### src/rtl/prbs_pkg.sv
// Shared definitions for the framed PRBS source and its future receiver-side checker:
// polynomial encodings, tap constants, FSM states and LFSR helper functions.
package prbs_pkg;

    typedef enum logic [1:0] {
        POLY_PRBS7  = 2'd0,
        POLY_PRBS15 = 2'd1,
        POLY_PRBS23 = 2'd2,
        POLY_PRBS31 = 2'd3
    } poly_sel_e;

    typedef enum logic [1:0] {
        ST_IDLE = 2'd0,
        ST_SEND = 2'd1,
        ST_GAP  = 2'd2,
        ST_DONE = 2'd3
    } state_e;

    localparam int LFSR_W = 31;

    localparam int ORDER_PRBS7  = 7;
    localparam int ORDER_PRBS15 = 15;
    localparam int ORDER_PRBS23 = 23;
    localparam int ORDER_PRBS31 = 31;

    localparam int TAP_A_PRBS7  = 6;
    localparam int TAP_B_PRBS7  = 5;
    localparam int TAP_A_PRBS15 = 14;
    localparam int TAP_B_PRBS15 = 13;
    localparam int TAP_A_PRBS23 = 22;
    localparam int TAP_B_PRBS23 = 17;
    localparam int TAP_A_PRBS31 = 30;
    localparam int TAP_B_PRBS31 = 27;

    // All-ones never locks up an XOR-feedback LFSR.
    localparam logic [LFSR_W-1:0] DEFAULT_SEED = 31'h7FFF_FFFF;

    function automatic logic [LFSR_W-1:0] poly_mask(input poly_sel_e p);
        case (p)
            POLY_PRBS7:  poly_mask = DEFAULT_SEED >> (LFSR_W - ORDER_PRBS7);
            POLY_PRBS15: poly_mask = DEFAULT_SEED >> (LFSR_W - ORDER_PRBS15);
            POLY_PRBS23: poly_mask = DEFAULT_SEED >> (LFSR_W - ORDER_PRBS23);
            default:     poly_mask = DEFAULT_SEED >> (LFSR_W - ORDER_PRBS31);
        endcase
    endfunction

    function automatic logic lfsr_feedback(input poly_sel_e p, input logic [LFSR_W-1:0] s);
        case (p)
            POLY_PRBS7:  lfsr_feedback = s[TAP_A_PRBS7]  ^ s[TAP_B_PRBS7];
            POLY_PRBS15: lfsr_feedback = s[TAP_A_PRBS15] ^ s[TAP_B_PRBS15];
            POLY_PRBS23: lfsr_feedback = s[TAP_A_PRBS23] ^ s[TAP_B_PRBS23];
            default:     lfsr_feedback = s[TAP_A_PRBS31] ^ s[TAP_B_PRBS31];
        endcase
    endfunction

    function automatic logic [LFSR_W-1:0] seed_fix(input poly_sel_e p, input logic [LFSR_W-1:0] seed);
        logic [LFSR_W-1:0] m;
        m = poly_mask(p);
        if ((seed & m) == 31'd0) begin
            seed_fix = DEFAULT_SEED & m;
        end else begin
            seed_fix = seed & m;
        end
    endfunction

endpackage

### src/rtl/prbs_frame_source_if.sv
// AXI-Stream beat channel between the PRBS frame source and its consumer.
interface prbs_frame_source_if #(
    parameter int DATA_WIDTH = 32
) ();
    logic                  tvalid;
    logic                  tready;
    logic [DATA_WIDTH-1:0] tdata;
    logic                  tlast;
    logic                  tuser;

    modport master (output tvalid, output tdata, output tlast, output tuser, input tready);
    modport slave  (input tvalid, input tdata, input tlast, input tuser, output tready);
endinterface

### src/rtl/prbs_lfsr_par.sv
// Fibonacci LFSR (up to 31 bits) advancing DATA_WIDTH bits per step; the first
// generated bit lands in the word MSB.
module prbs_lfsr_par
    import prbs_pkg::*;
#(
    parameter int DATA_WIDTH = 32
) (
    input  logic                  clk,
    input  logic                  rst_n,
    input  logic                  i_load,
    input  logic [LFSR_W-1:0]     i_seed,
    input  logic                  i_advance,
    input  poly_sel_e             i_poly,
    output logic [DATA_WIDTH-1:0] o_word
);

    logic [LFSR_W-1:0] state_q;
    logic [LFSR_W-1:0] state_d;
    logic [LFSR_W-1:0] step_s;

    // Unrolled DATA_WIDTH single-bit steps from the current state.
    always_comb begin
        logic [LFSR_W-1:0] s;
        logic              fb;
        s      = state_q;
        fb     = 1'b0;
        o_word = '0;
        for (int i = 0; i < DATA_WIDTH; i++) begin
            fb = lfsr_feedback(i_poly, s);
            s  = {s[LFSR_W-2:0], fb} & poly_mask(i_poly);
            o_word[DATA_WIDTH-1-i] = fb;
        end
        step_s = s;
    end

    // Load has priority over advance.
    always_comb begin
        if (i_load) begin
            state_d = i_seed;
        end else if (i_advance) begin
            state_d = step_s;
        end else begin
            state_d = state_q;
        end
    end

    // State register.
    always_ff @(posedge clk or negedge rst_n) begin
        if (!rst_n) begin
            state_q <= '0;
        end else begin
            state_q <= state_d;
        end
    end

endmodule

### src/rtl/prbs_frame_source.sv
// Framed PRBS AXI-Stream master: selectable polynomial, frame length, inter-frame gap,
// frame count and graceful stop, with lossless back-pressure.
module prbs_frame_source
    import prbs_pkg::*;
#(
    parameter int DATA_WIDTH = 32,
    parameter int LEN_WIDTH  = 16,
    parameter int CNT_WIDTH  = 16
) (
    input  logic                  s_axi_aclk,
    input  logic                  s_axi_aresetn,
    input  logic                  i_start,
    input  logic                  i_stop,
    input  logic [1:0]            i_poly_sel,
    input  logic [LFSR_W-1:0]     i_seed,
    input  logic [LEN_WIDTH-1:0]  i_frame_len,
    input  logic [LEN_WIDTH-1:0]  i_gap_cycles,
    input  logic [CNT_WIDTH-1:0]  i_frame_count,
    prbs_frame_source_if.master   m_axis,
    output logic                  o_busy,
    output logic                  o_done,
    output logic                  o_cfg_err,
    output logic [CNT_WIDTH-1:0]  o_frames_sent
);

    localparam logic [LEN_WIDTH-1:0] LEN_ONE = {{(LEN_WIDTH-1){1'b0}}, 1'b1};
    localparam logic [CNT_WIDTH-1:0] CNT_ONE = {{(CNT_WIDTH-1){1'b0}}, 1'b1};

    state_e                state_q, state_d;
    logic                  tvalid_q, tvalid_d;
    logic [DATA_WIDTH-1:0] tdata_q, tdata_d;
    logic                  tlast_q, tlast_d;
    logic                  tuser_q, tuser_d;
    logic                  busy_q, busy_d;
    logic                  done_q, done_d;
    logic                  cfg_err_q, cfg_err_d;
    logic [CNT_WIDTH-1:0]  frames_sent_q, frames_sent_d;
    logic [LEN_WIDTH-1:0]  beat_q, beat_d;
    logic [LEN_WIDTH-1:0]  gap_cnt_q, gap_cnt_d;
    logic                  stop_pend_q, stop_pend_d;
    poly_sel_e             poly_q, poly_d;
    logic [LEN_WIDTH-1:0]  len_q, len_d;
    logic [LEN_WIDTH-1:0]  gap_q, gap_d;
    logic [CNT_WIDTH-1:0]  count_q, count_d;

    logic                  load_beat_s;
    logic                  lfsr_adv_s;
    logic                  lfsr_load_s;
    logic [LFSR_W-1:0]     lfsr_seed_s;
    logic [DATA_WIDTH-1:0] lfsr_word_s;
    logic [CNT_WIDTH-1:0]  sent_inc_s;
    logic [LEN_WIDTH-1:0]  len_last_s;
    logic                  run_end_s;

    prbs_lfsr_par #(
        .DATA_WIDTH (DATA_WIDTH)
    ) u_lfsr (
        .clk       (s_axi_aclk),
        .rst_n     (s_axi_aresetn),
        .i_load    (lfsr_load_s),
        .i_seed    (lfsr_seed_s),
        .i_advance (lfsr_adv_s),
        .i_poly    (poly_q),
        .o_word    (lfsr_word_s)
    );

    // Next-state, beat loading and status pulses.
    always_comb begin
        state_d       = state_q;
        tvalid_d      = tvalid_q;
        tdata_d       = tdata_q;
        tlast_d       = tlast_q;
        tuser_d       = tuser_q;
        frames_sent_d = frames_sent_q;
        beat_d        = beat_q;
        gap_cnt_d     = gap_cnt_q;
        stop_pend_d   = stop_pend_q;
        poly_d        = poly_q;
        len_d         = len_q;
        gap_d         = gap_q;
        count_d       = count_q;
        cfg_err_d     = 1'b0;
        lfsr_load_s   = 1'b0;
        load_beat_s   = 1'b0;
        lfsr_adv_s    = 1'b0;
        lfsr_seed_s   = seed_fix(poly_sel_e'(i_poly_sel), i_seed);
        sent_inc_s    = frames_sent_q + CNT_ONE;
        len_last_s    = len_q - LEN_ONE;
        run_end_s     = ((count_q != '0) && (sent_inc_s == count_q)) || stop_pend_q || i_stop;

        case (state_q)
            ST_IDLE: begin
                stop_pend_d = 1'b0;
                if (i_start && (i_frame_len == '0)) begin
                    cfg_err_d = 1'b1;
                end else if (i_start) begin
                    poly_d        = poly_sel_e'(i_poly_sel);
                    len_d         = i_frame_len;
                    gap_d         = i_gap_cycles;
                    count_d       = i_frame_count;
                    lfsr_load_s   = 1'b1;
                    frames_sent_d = '0;
                    beat_d        = '0;
                    state_d       = ST_SEND;
                end else begin
                    state_d = ST_IDLE;
                end
            end
            ST_SEND: begin
                stop_pend_d = stop_pend_q | i_stop;
                if (tvalid_q && !m_axis.tready) begin
                    load_beat_s = 1'b0;
                end else if (tvalid_q && tlast_q) begin
                    frames_sent_d = (frames_sent_q == '1) ? frames_sent_q : sent_inc_s;
                    if (run_end_s) begin
                        tvalid_d = 1'b0;
                        state_d  = ST_DONE;
                    end else if (gap_q != '0) begin
                        tvalid_d  = 1'b0;
                        gap_cnt_d = gap_q;
                        state_d   = ST_GAP;
                    end else begin
                        load_beat_s = 1'b1;
                    end
                end else begin
                    load_beat_s = 1'b1;
                end
            end
            ST_GAP: begin
                stop_pend_d = stop_pend_q | i_stop;
                // The next frame's first beat is loaded on the last gap cycle so tvalid
                // stays low for exactly the programmed number of cycles.
                if (stop_pend_q || i_stop) begin
                    state_d = ST_DONE;
                end else if (gap_cnt_q == LEN_ONE) begin
                    load_beat_s = 1'b1;
                    state_d     = ST_SEND;
                end else begin
                    gap_cnt_d = gap_cnt_q - LEN_ONE;
                end
            end
            ST_DONE: begin
                stop_pend_d = 1'b0;
                state_d     = ST_IDLE;
            end
            default: begin
                state_d = ST_IDLE;
            end
        endcase

        if (load_beat_s) begin
            lfsr_adv_s = 1'b1;
            tvalid_d   = 1'b1;
            tdata_d    = lfsr_word_s;
            tuser_d    = (beat_q == '0);
            tlast_d    = (beat_q == len_last_s);
            beat_d     = (beat_q == len_last_s) ? '0 : (beat_q + LEN_ONE);
        end else begin
            lfsr_adv_s = 1'b0;
        end

        busy_d = (state_d != ST_IDLE);
        done_d = (state_d == ST_DONE);
    end

    // State and output registers.
    always_ff @(posedge s_axi_aclk or negedge s_axi_aresetn) begin
        if (!s_axi_aresetn) begin
            state_q       <= ST_IDLE;
            tvalid_q      <= 1'b0;
            tdata_q       <= '0;
            tlast_q       <= 1'b0;
            tuser_q       <= 1'b0;
            busy_q        <= 1'b0;
            done_q        <= 1'b0;
            cfg_err_q     <= 1'b0;
            frames_sent_q <= '0;
            beat_q        <= '0;
            gap_cnt_q     <= '0;
            stop_pend_q   <= 1'b0;
            poly_q        <= POLY_PRBS7;
            len_q         <= '0;
            gap_q         <= '0;
            count_q       <= '0;
        end else begin
            state_q       <= state_d;
            tvalid_q      <= tvalid_d;
            tdata_q       <= tdata_d;
            tlast_q       <= tlast_d;
            tuser_q       <= tuser_d;
            busy_q        <= busy_d;
            done_q        <= done_d;
            cfg_err_q     <= cfg_err_d;
            frames_sent_q <= frames_sent_d;
            beat_q        <= beat_d;
            gap_cnt_q     <= gap_cnt_d;
            stop_pend_q   <= stop_pend_d;
            poly_q        <= poly_d;
            len_q         <= len_d;
            gap_q         <= gap_d;
            count_q       <= count_d;
        end
    end

    assign m_axis.tvalid = tvalid_q;
    assign m_axis.tdata  = tdata_q;
    assign m_axis.tlast  = tlast_q;
    assign m_axis.tuser  = tuser_q;
    assign o_busy        = busy_q;
    assign o_done        = done_q;
    assign o_cfg_err     = cfg_err_q;
    assign o_frames_sent = frames_sent_q;

endmodule

### src/flat_wrapper.sv
// flat-port wrapper written by rule: the top's interface ports become plain ports
module prbs_frame_source_flat import prbs_pkg::*;
#(
    parameter int DATA_WIDTH = 32,
    parameter int LEN_WIDTH  = 16,
    parameter int CNT_WIDTH  = 16
)
  (s_axi_aclk, s_axi_aresetn, i_start, i_stop, i_poly_sel, i_seed, i_frame_len, i_gap_cycles, i_frame_count, o_busy, o_done, o_cfg_err, o_frames_sent, m_axis_tvalid, m_axis_tdata, m_axis_tlast, m_axis_tuser, m_axis_tready);
  prbs_frame_source_if #(.DATA_WIDTH(DATA_WIDTH)) m_axis_i ();
  input  logic s_axi_aclk;
  input  logic s_axi_aresetn;
  input  logic i_start;
  input  logic i_stop;
  input  logic [1:0] i_poly_sel;
  input  logic [LFSR_W-1:0] i_seed;
  input  logic [LEN_WIDTH-1:0] i_frame_len;
  input  logic [LEN_WIDTH-1:0] i_gap_cycles;
  input  logic [CNT_WIDTH-1:0] i_frame_count;
  output logic o_busy;
  output logic o_done;
  output logic o_cfg_err;
  output logic [CNT_WIDTH-1:0] o_frames_sent;
  output wire logic [$bits(m_axis_i.tvalid)-1:0] m_axis_tvalid;
  output wire logic [$bits(m_axis_i.tdata)-1:0] m_axis_tdata;
  output wire logic [$bits(m_axis_i.tlast)-1:0] m_axis_tlast;
  output wire logic [$bits(m_axis_i.tuser)-1:0] m_axis_tuser;
  input wire logic [$bits(m_axis_i.tready)-1:0] m_axis_tready;
  assign m_axis_tvalid = m_axis_i.tvalid;
  assign m_axis_tdata = m_axis_i.tdata;
  assign m_axis_tlast = m_axis_i.tlast;
  assign m_axis_tuser = m_axis_i.tuser;
  assign m_axis_i.tready = m_axis_tready;
  prbs_frame_source #(.DATA_WIDTH(DATA_WIDTH), .LEN_WIDTH(LEN_WIDTH), .CNT_WIDTH(CNT_WIDTH)) u_core (.s_axi_aclk(s_axi_aclk), .s_axi_aresetn(s_axi_aresetn), .i_start(i_start), .i_stop(i_stop), .i_poly_sel(i_poly_sel), .i_seed(i_seed), .i_frame_len(i_frame_len), .i_gap_cycles(i_gap_cycles), .i_frame_count(i_frame_count), .m_axis(m_axis_i), .o_busy(o_busy), .o_done(o_done), .o_cfg_err(o_cfg_err), .o_frames_sent(o_frames_sent));
endmodule
### config.mk
export PLATFORM = sky130hd
export DESIGN_NAME = prbs_frame_source_flat
export DESIGN_NICKNAME = d
export VERILOG_FILES = /design/src/rtl/prbs_pkg.sv /design/src/rtl/prbs_frame_source_if.sv /design/src/rtl/prbs_lfsr_par.sv /design/src/rtl/prbs_frame_source.sv /design/src/flat_wrapper.sv
export SDC_FILE = /design/constraint.sdc
export NUM_CORES = 1
export LEC_CHECK = 0
export ABC_AREA = 1
export BUFFER_PORTS_ARGS = -buffer_cell sky130_fd_sc_hd__clkbuf_2
export CORE_MARGIN = 2
export CORE_UTILIZATION = 30
export DETAILED_ROUTE_END_ITERATION = 6
export PLACE_DENSITY = 0.56
export SYNTH_ARGS = -nofsm -noshare
export SYNTH_HDL_FRONTEND = slang
export SYNTH_SLANG_ARGS = --single-unit
### constraint.sdc
create_clock -name s_axi_aclk -period 3.4 [get_ports s_axi_aclk]
set_input_delay 0.17 -clock s_axi_aclk [delete_from_list [all_inputs] [get_ports s_axi_aclk]]
set_output_delay 0.17 -clock s_axi_aclk [all_outputs]
set_load 0.02 [all_outputs]
# == Yosys cells after proc, flatten, opt, wreduce, memory -nomap -nowiden ==
# Index checks and enable logic that the tools add are counted.
# totals
word_cells,321
in_bits,86
out_inout_bits,54
ff_bits,170
# op_classes
muxes,82
reduce_logical,32
n_addsub,4
bitwise,163
eq_ne,23
# ops
operator,count
$and A31 B31 Y31,33
$mux W16,14
$pmux W31 S3,2
$xor A1 B1 Y1,128
$pmux W1 S3,32
$mux W31,3
$pmux W16 S2,2
$add A16 B1 Y16 const B,2
$eq A16 B16 Y1,2
$logic_not A16 Y1,2
$reduce_bool A16 Y1,2
$sub A16 B1 Y16 const B,2
$logic_not A31 Y1,1
$mux W1,19
$eq A16 B1 Y1 const B,1
$eq A16 B16 Y1 const B,1
$reduce_bool A2 Y1,8
$mux W2,7
$ne A2 B2 Y1 const B,7
$eq A2 B2 Y1 const B,5
$ne A2 B1 Y1 const B,4
$pmux W2 S4,1
$reduce_and A7 Y1,1
$eq A2 B1 Y1 const B,3
other kinds (12),22

# == Logic depth before layout (Yosys ltp) ==
# logic_depth
depth_word,98
mapped_depth,32
depth_no_buf,30

# == Modules after synthesis ==
# Synthesis repeated with hierarchy kept, for this count alone.
# hier_totals
cells_unflattened,1702
hier_area_um2,11572.3
# by_module_without_submodules
mod,area_per_inst_um2,instances,seq_area_each_um2,cells_per_inst
prbs_frame_source,7992.7,1,3478.3,1110
prbs_lfsr_par,3579.7,1,775.7,592

# == Least setup slack after synthesis ==
# OpenSTA, ideal clock, no wires.
# synth_path
path_type,reg2reg
startpoint,register u_core.frames_sent_q[0] (netlist: u_core.o_frames_sent[0])
endpoint,register u_core.u_lfsr.state_q[14]
arrival_ns,2.835
setup_slack_ns,0.478
period_less_slack_ns,2.922
path_stages_with_launch,23
t_required_ns,3.313
n_path_buf,2
path_cell_list,dfrtp_1 -> ha_1 -> nand4_2 -> nor3_2 -> nand2_1 -> nor2_2 -> nand3_2 -> inv_2 -> nand2_1 -> xor2_1 -> or2_0 -> nand3_1 -> nor2_1 -> nand4_1 -> nand3b_1 -> nand2_1 -> nand3_1 -> nand2_1 -> nand2_4 -> nand2_2 -> buf_6 -> buf_6 -> o211ai_1
# synth_between
elab_chain_cells,11
# synth_rtl
item,line_no,source
start: declaration,prbs_frame_source.sv:37,"logic [CNT_WIDTH-1:0] frames_sent_q, frames_sent_d;"
start signal: assignment,prbs_frame_source.sv:194,frames_sent_q <= frames_sent_d;
$add A16 B1 Y16,prbs_frame_source.sv:87,sent_inc_s = frames_sent_q + CNT_ONE;
$eq A16 B16 Y1,prbs_frame_source.sv:89,run_end_s = ((count_q != '0) && (sent_inc_s == count_q)) || stop_pend_q || i_stop;
$logic_and A1 B1 Y1,prbs_frame_source.sv:89,
$logic_or A1 B1 Y1 (2 in series),prbs_frame_source.sv:89,
$mux W1,prbs_frame_source.sv:115,if (run_end_s) begin
$mux W1,prbs_frame_source.sv:113,end else if (tvalid_q && tlast_q) begin
$mux W1,prbs_frame_source.sv:111,if (tvalid_q && !m_axis.tready) begin
$pmux W1 S2,prbs_frame_source.sv:91,case (state_q)
$mux W1,prbs_frame_source.sv:151,if (load_beat_s) begin
$reduce_bool A2 Y1 (no source line),--,
end signal: assignment,prbs_lfsr_par.sv:52,state_q <= state_d;
end: declaration,prbs_lfsr_par.sv:17,logic [LFSR_W-1:0] state_q;
# No other way between the ends.
# A chain may end at the register's enable or synchronous reset.

# == Worst setup path after layout ==
# layout_path
startpoint,register u_core.poly_q[0]
endpoint,register u_core.u_lfsr.state_q[4]
# layout_between
elab_chain_cells,46
# layout_rtl
item,line_no,source
start: declaration,prbs_frame_source.sv:41,"poly_sel_e poly_q, poly_d;"
start signal: assignment,prbs_frame_source.sv:198,poly_q <= poly_d;
"$eq A2 B2 Y1, or another cell as far along","prbs_pkg.sv:39, prbs_pkg.sv:48",
$pmux W31 S3,prbs_pkg.sv:39,case (p)
$and A31 B31 Y31,prbs_lfsr_par.sv:30,"s = {s[LFSR_W-2:0], fb} & poly_mask(i_poly);"
"$xor A1 B1 Y1, or another cell as far along",prbs_pkg.sv:52,default: lfsr_feedback = s[TAP_A_PRBS31] ^ s[TAP_B_PRBS31];
"$pmux W1 S3, or another cell as far along",prbs_pkg.sv:48,case (p)
"$and A31 B31 Y31, or another cell as far along",prbs_lfsr_par.sv:30,
$and A31 B31 Y31 or $pmux W1 S3 (tied branches),"prbs_lfsr_par.sv:30, prbs_pkg.sv:48",
$and A31 B31 Y31 (4 in series),prbs_lfsr_par.sv:30,
[18 not listed],--,
$pmux W1 S3 or $xor A1 B1 Y1 (tied branches),"prbs_pkg.sv:48, prbs_pkg.sv:49",
$and A31 B31 Y31 or $pmux W1 S3 (tied branches),"prbs_lfsr_par.sv:30, prbs_pkg.sv:48",
$and A31 B31 Y31 (6 in series),prbs_lfsr_par.sv:30,
$xor A1 B1 Y1,prbs_pkg.sv:49,POLY_PRBS7: lfsr_feedback = s[TAP_A_PRBS7] ^ s[TAP_B_PRBS7];
$pmux W1 S3 *,prbs_pkg.sv:48,
$and A31 B31 Y31 * (5 in series),prbs_lfsr_par.sv:30,
$mux W31 *,prbs_lfsr_par.sv:40,end else if (i_advance) begin
$mux W31 *,prbs_lfsr_par.sv:38,if (i_load) begin
# Mark *: on every way between the ends. The rest lies on a longest branch, timed or not. The select of a mux whose other input is x is not followed.

==> run summary <==
Setup Viol. Count Final: 0
Cells after Synth: 1550
Worst EP required: 3.73 ns
clock skew: 0.0180 ns
Seq/Total Area, Yosys: 38.1%
headroom to the max-slew limit: 46.1%
Num CTS Buffers: 17
IO Count: 140
Top FF cell, synth: dfrtp_1
gr ovfl total: 0
GR Util met3: 2.70%
run status: finished clean
first-pass GRT wire length: 60100 µm
Clock Path Buffers: 2
1st-iter DRT viols: 1003
peak supply drop: 0.000461 V
post-route antenna net violation count: 0
ys async rst share: 100%
crit path max fanout: 8
Routed WL per cell: 16.8 µm
CTS tree: done
Max Clock Freq: 307 MHz
EDFF count, synth: 0
number of global-route vias before repair: 11100
period utilization: 95.8%
largest net degree at the start of global routing: 87
Slew Limit Fails: 0
gpl congestion: 0.937
Worst EP arrival: 3.59 ns
vias per cell: 4.97
routed wire length: 38900 µm
Skew-Pair Late Insertion Delay: 0.45 ns
layout net count: 1931
distinct cell type count after synthesis: 55
number of synthesized register bits: 170
number of port buffers: 139
initial antenna violation count: 3
detailed-placement wirelength estimate: 28800 µm
PD cells: 1140 nW/µm²
row count: 70
Core Util, Final: 40.2%
met2 Use GR: 33.5%
CTS Sinks: 170
Max-cap violations: 0
met1 GRT Util: 25.7%
crit path time final: 3.26 ns
die width: 197 µm
worst hold margin: 0.0299 ns
CP most frequent cell: nand2_1
unrepaired setup endpoints after global routing: yes
Mapped Nets: 1645
initial cell density of the core: 30.5%
clk root buf: clkbuf_16
die area: 38700 µm²
H-tree levels: 4
GR peak layer: met2
Avg Synthesized Cell Area: 7.20 µm²
Mapped Area: 11200 µm²
DRC viols: 0
Worst Max-Slew Pin Slew: 0.800 ns
Yosys warnings: 0
Worst-path clk slew: 0.08 ns
die height: 197 µm
Worst path slowest cell: dfrtp_2
cell leakage power: 7.18 nW
Largest stage delay, worst path: 0.50 ns
Core Footprint: 36600 µm²
Crit Path Category: reg -> reg
GRT Util Overall: 19.8%
Fin. Hold Viols: 0
vias: 11500
Worst Hold Class: in -> reg
Startpoint Class: flop
Pre-antenna DRT Iters: 6
layout cells sized above 1: 25.3%
crit end category: flop
Area growth, synth to finish: 31.9%
flip-flops by register name, indices dropped and copies added, names as in the netlist, 2 cells and up:
name	count
u_core.state_q	2
u_core.beat_q	16
u_core.o_frames_sent	16
u_core.gap_q	16
u_core.count_q	16
u_core.gap_cnt_q	16
u_core.u_lfsr.state_q	31
u_core.len_q	16
u_core.m_axis.tdata	32
u_core.poly_q	2
power breakdown:
group,switching (W),internal (W)
Clock,0.000992,0.00100
Combinational,0.00676,0.00453
Sequential,0.000751,0.00277
Total,0.00851,0.00830
synth_stat cells, types with 16 or more instances:
master,number,area (µm²)
xor2_1,60,526
o211ai_1,17,128
nor2_1,89,334
clkbuf_1,35,131
nor4_1,22,138
o21ai_0,164,821
a21oi_1,73,365
inv_1,148,556
nand3_1,79,395
nand2_2,32,200
inv_2,21,78.8
o22ai_1,27,169
nand4_1,16,100
nor3_1,21,105
nand2_1,433,1630
dfrtp_1,170,4250
through the flow:
stage / total power (W) / cells / instance area, µm² / setup WS, ns / TNS (ns)
after CTS: 0.0158 / 2290 / 14100 / 0.0669 / 0
final: 0.0168 / 2320 / 14700 / 0.142 / 0
after global placement: 0.0136 / 2208 / 13000 / 0.0496 / 0
after detailed placement: 0.0137 / 2208 / 13000 / 0.0171 / 0
after global routing: 0.0181 / 2320 / 14700 / -0.0422 / -0.479
after floorplan: 0.00936 / 1550 / 11200 / 0.478 / 0
layer usage:
layer  part of all wire, %  vias up
met5                     0        -
met4                   2.8        0
met3                   4.6       67
met2                    49      363
met1                    44     5452
li1                      -     5659
final timing paths:
| path | start | endpoint | slack [ns] | cells past startpoint |
|---|---|---|---|---|
| hold / removal | i_start | u_core.o_cfg_err$_DFF_PN0_ | 0.03 | 3 |
| min in group asynchronous | s_axi_aresetn | u_core.o_frames_sent[8]$_DFFE_PN0P_ | 0.31 | 2 |
| hold reg to reg | u_core.m_axis.tdata[2]$_DFFE_PN0P_ | u_core.m_axis.tdata[2]$_DFFE_PN0P_ | 0.48 | 2 |
| setup reg to reg | u_core.poly_q[0]$_DFFE_PN0P_ | u_core.u_lfsr.state_q[4]$_DFFE_PN0P_ | 0.14 | 29 |
| max in group asynchronous | s_axi_aresetn | u_core.m_axis.tdata[23]$_DFFE_PN0P_ | 2.06 | 3 |
| setup / recovery | u_core.poly_q[0]$_DFFE_PN0P_ | u_core.u_lfsr.state_q[4]$_DFFE_PN0P_ | 0.14 | 29 |
cells in the final DEF (no fill, tap or decap), types with 4 or more instances in the layout:
| master | netlist | routed |
|---|---|---|
| nand2_1 | 433 | 412 |
| dfrtp_1 | 170 | 167 |
| o21ai_0 | 164 | 152 |
| inv_1 | 148 | 144 |
| clkbuf_2 | 0 | 138 |
| buf_4 | 1 | 125 |
| nor2_1 | 89 | 83 |
| a21oi_1 | 73 | 72 |
| nand3_1 | 79 | 70 |
| xor2_1 | 60 | 57 |
| dlygate4sd3_1 | 0 | 50 |
| nand2_2 | 32 | 46 |
| o22ai_1 | 27 | 27 |
| o21ai_1 | 11 | 23 |
| nor4_1 | 22 | 21 |
| inv_2 | 21 | 21 |
| nand3_2 | 13 | 20 |
| clkbuf_16 | 0 | 20 |
| nor3_1 | 21 | 17 |
| o211ai_1 | 17 | 17 |
| nand4_1 | 16 | 16 |
| xnor2_1 | 14 | 14 |
| nand2_4 | 5 | 11 |
| nor2_2 | 5 | 9 |
| ha_1 | 9 | 8 |
| or2_2 | 7 | 7 |
| a31oi_1 | 7 | 7 |
| buf_6 | 14 | 7 |
| inv_4 | 3 | 6 |
| nor2_4 | 3 | 5 |
| a211oi_1 | 5 | 5 |
| inv_8 | 0 | 5 |
| nand4_4 | 0 | 4 |
| nor3_4 | 1 | 4 |
| nor3_2 | 3 | 4 |
worst max-delay path: cells and delay by family (launching register included):
family | cells | cell delay, ns
AO/OA/AOI/OAI | 2 | 0.19
buffers and inverters | 5 | 0.47
flip-flops | 1 | 0.50
AND/OR/NAND/NOR | 22 | 1.98
layout make-up:
type	count	area (µm²)
inverter	173	668
timing repair buffer	328	2390
clock buffer	18	439
sequential	170	4260
timing repair inverter	1	7.51
clock inverter	14	146
antenna	3	7.51
tap	468	586
multi-input combinational	1145	6220
fill	3835	21900
cells by family (layout without fill, tap and decap cells):
kind of cell	count (synthesis)	after routing	synth area share [%]
fa+ha+maj	9	9	1.01
simple gates	741	742	30.0
xor+xnor	74	74	5.81
flops	170	170	38.1
compound gates	320	320	16.0
other cells	0	3	0
buf+inv	236	534	9.11
what timing repair did:
item / in CTS / in global routing
endpoints found under the hold margin: 121 / 0
gates resized for setup: 1 / 104
hold buffers: 50 / 0
pin swaps: 0 / 27
buffers inserted: 0 / 21
cloned: 0 / 6
setup endpoints to repair: 1 / 92
(Power assumes the default switching activity.)
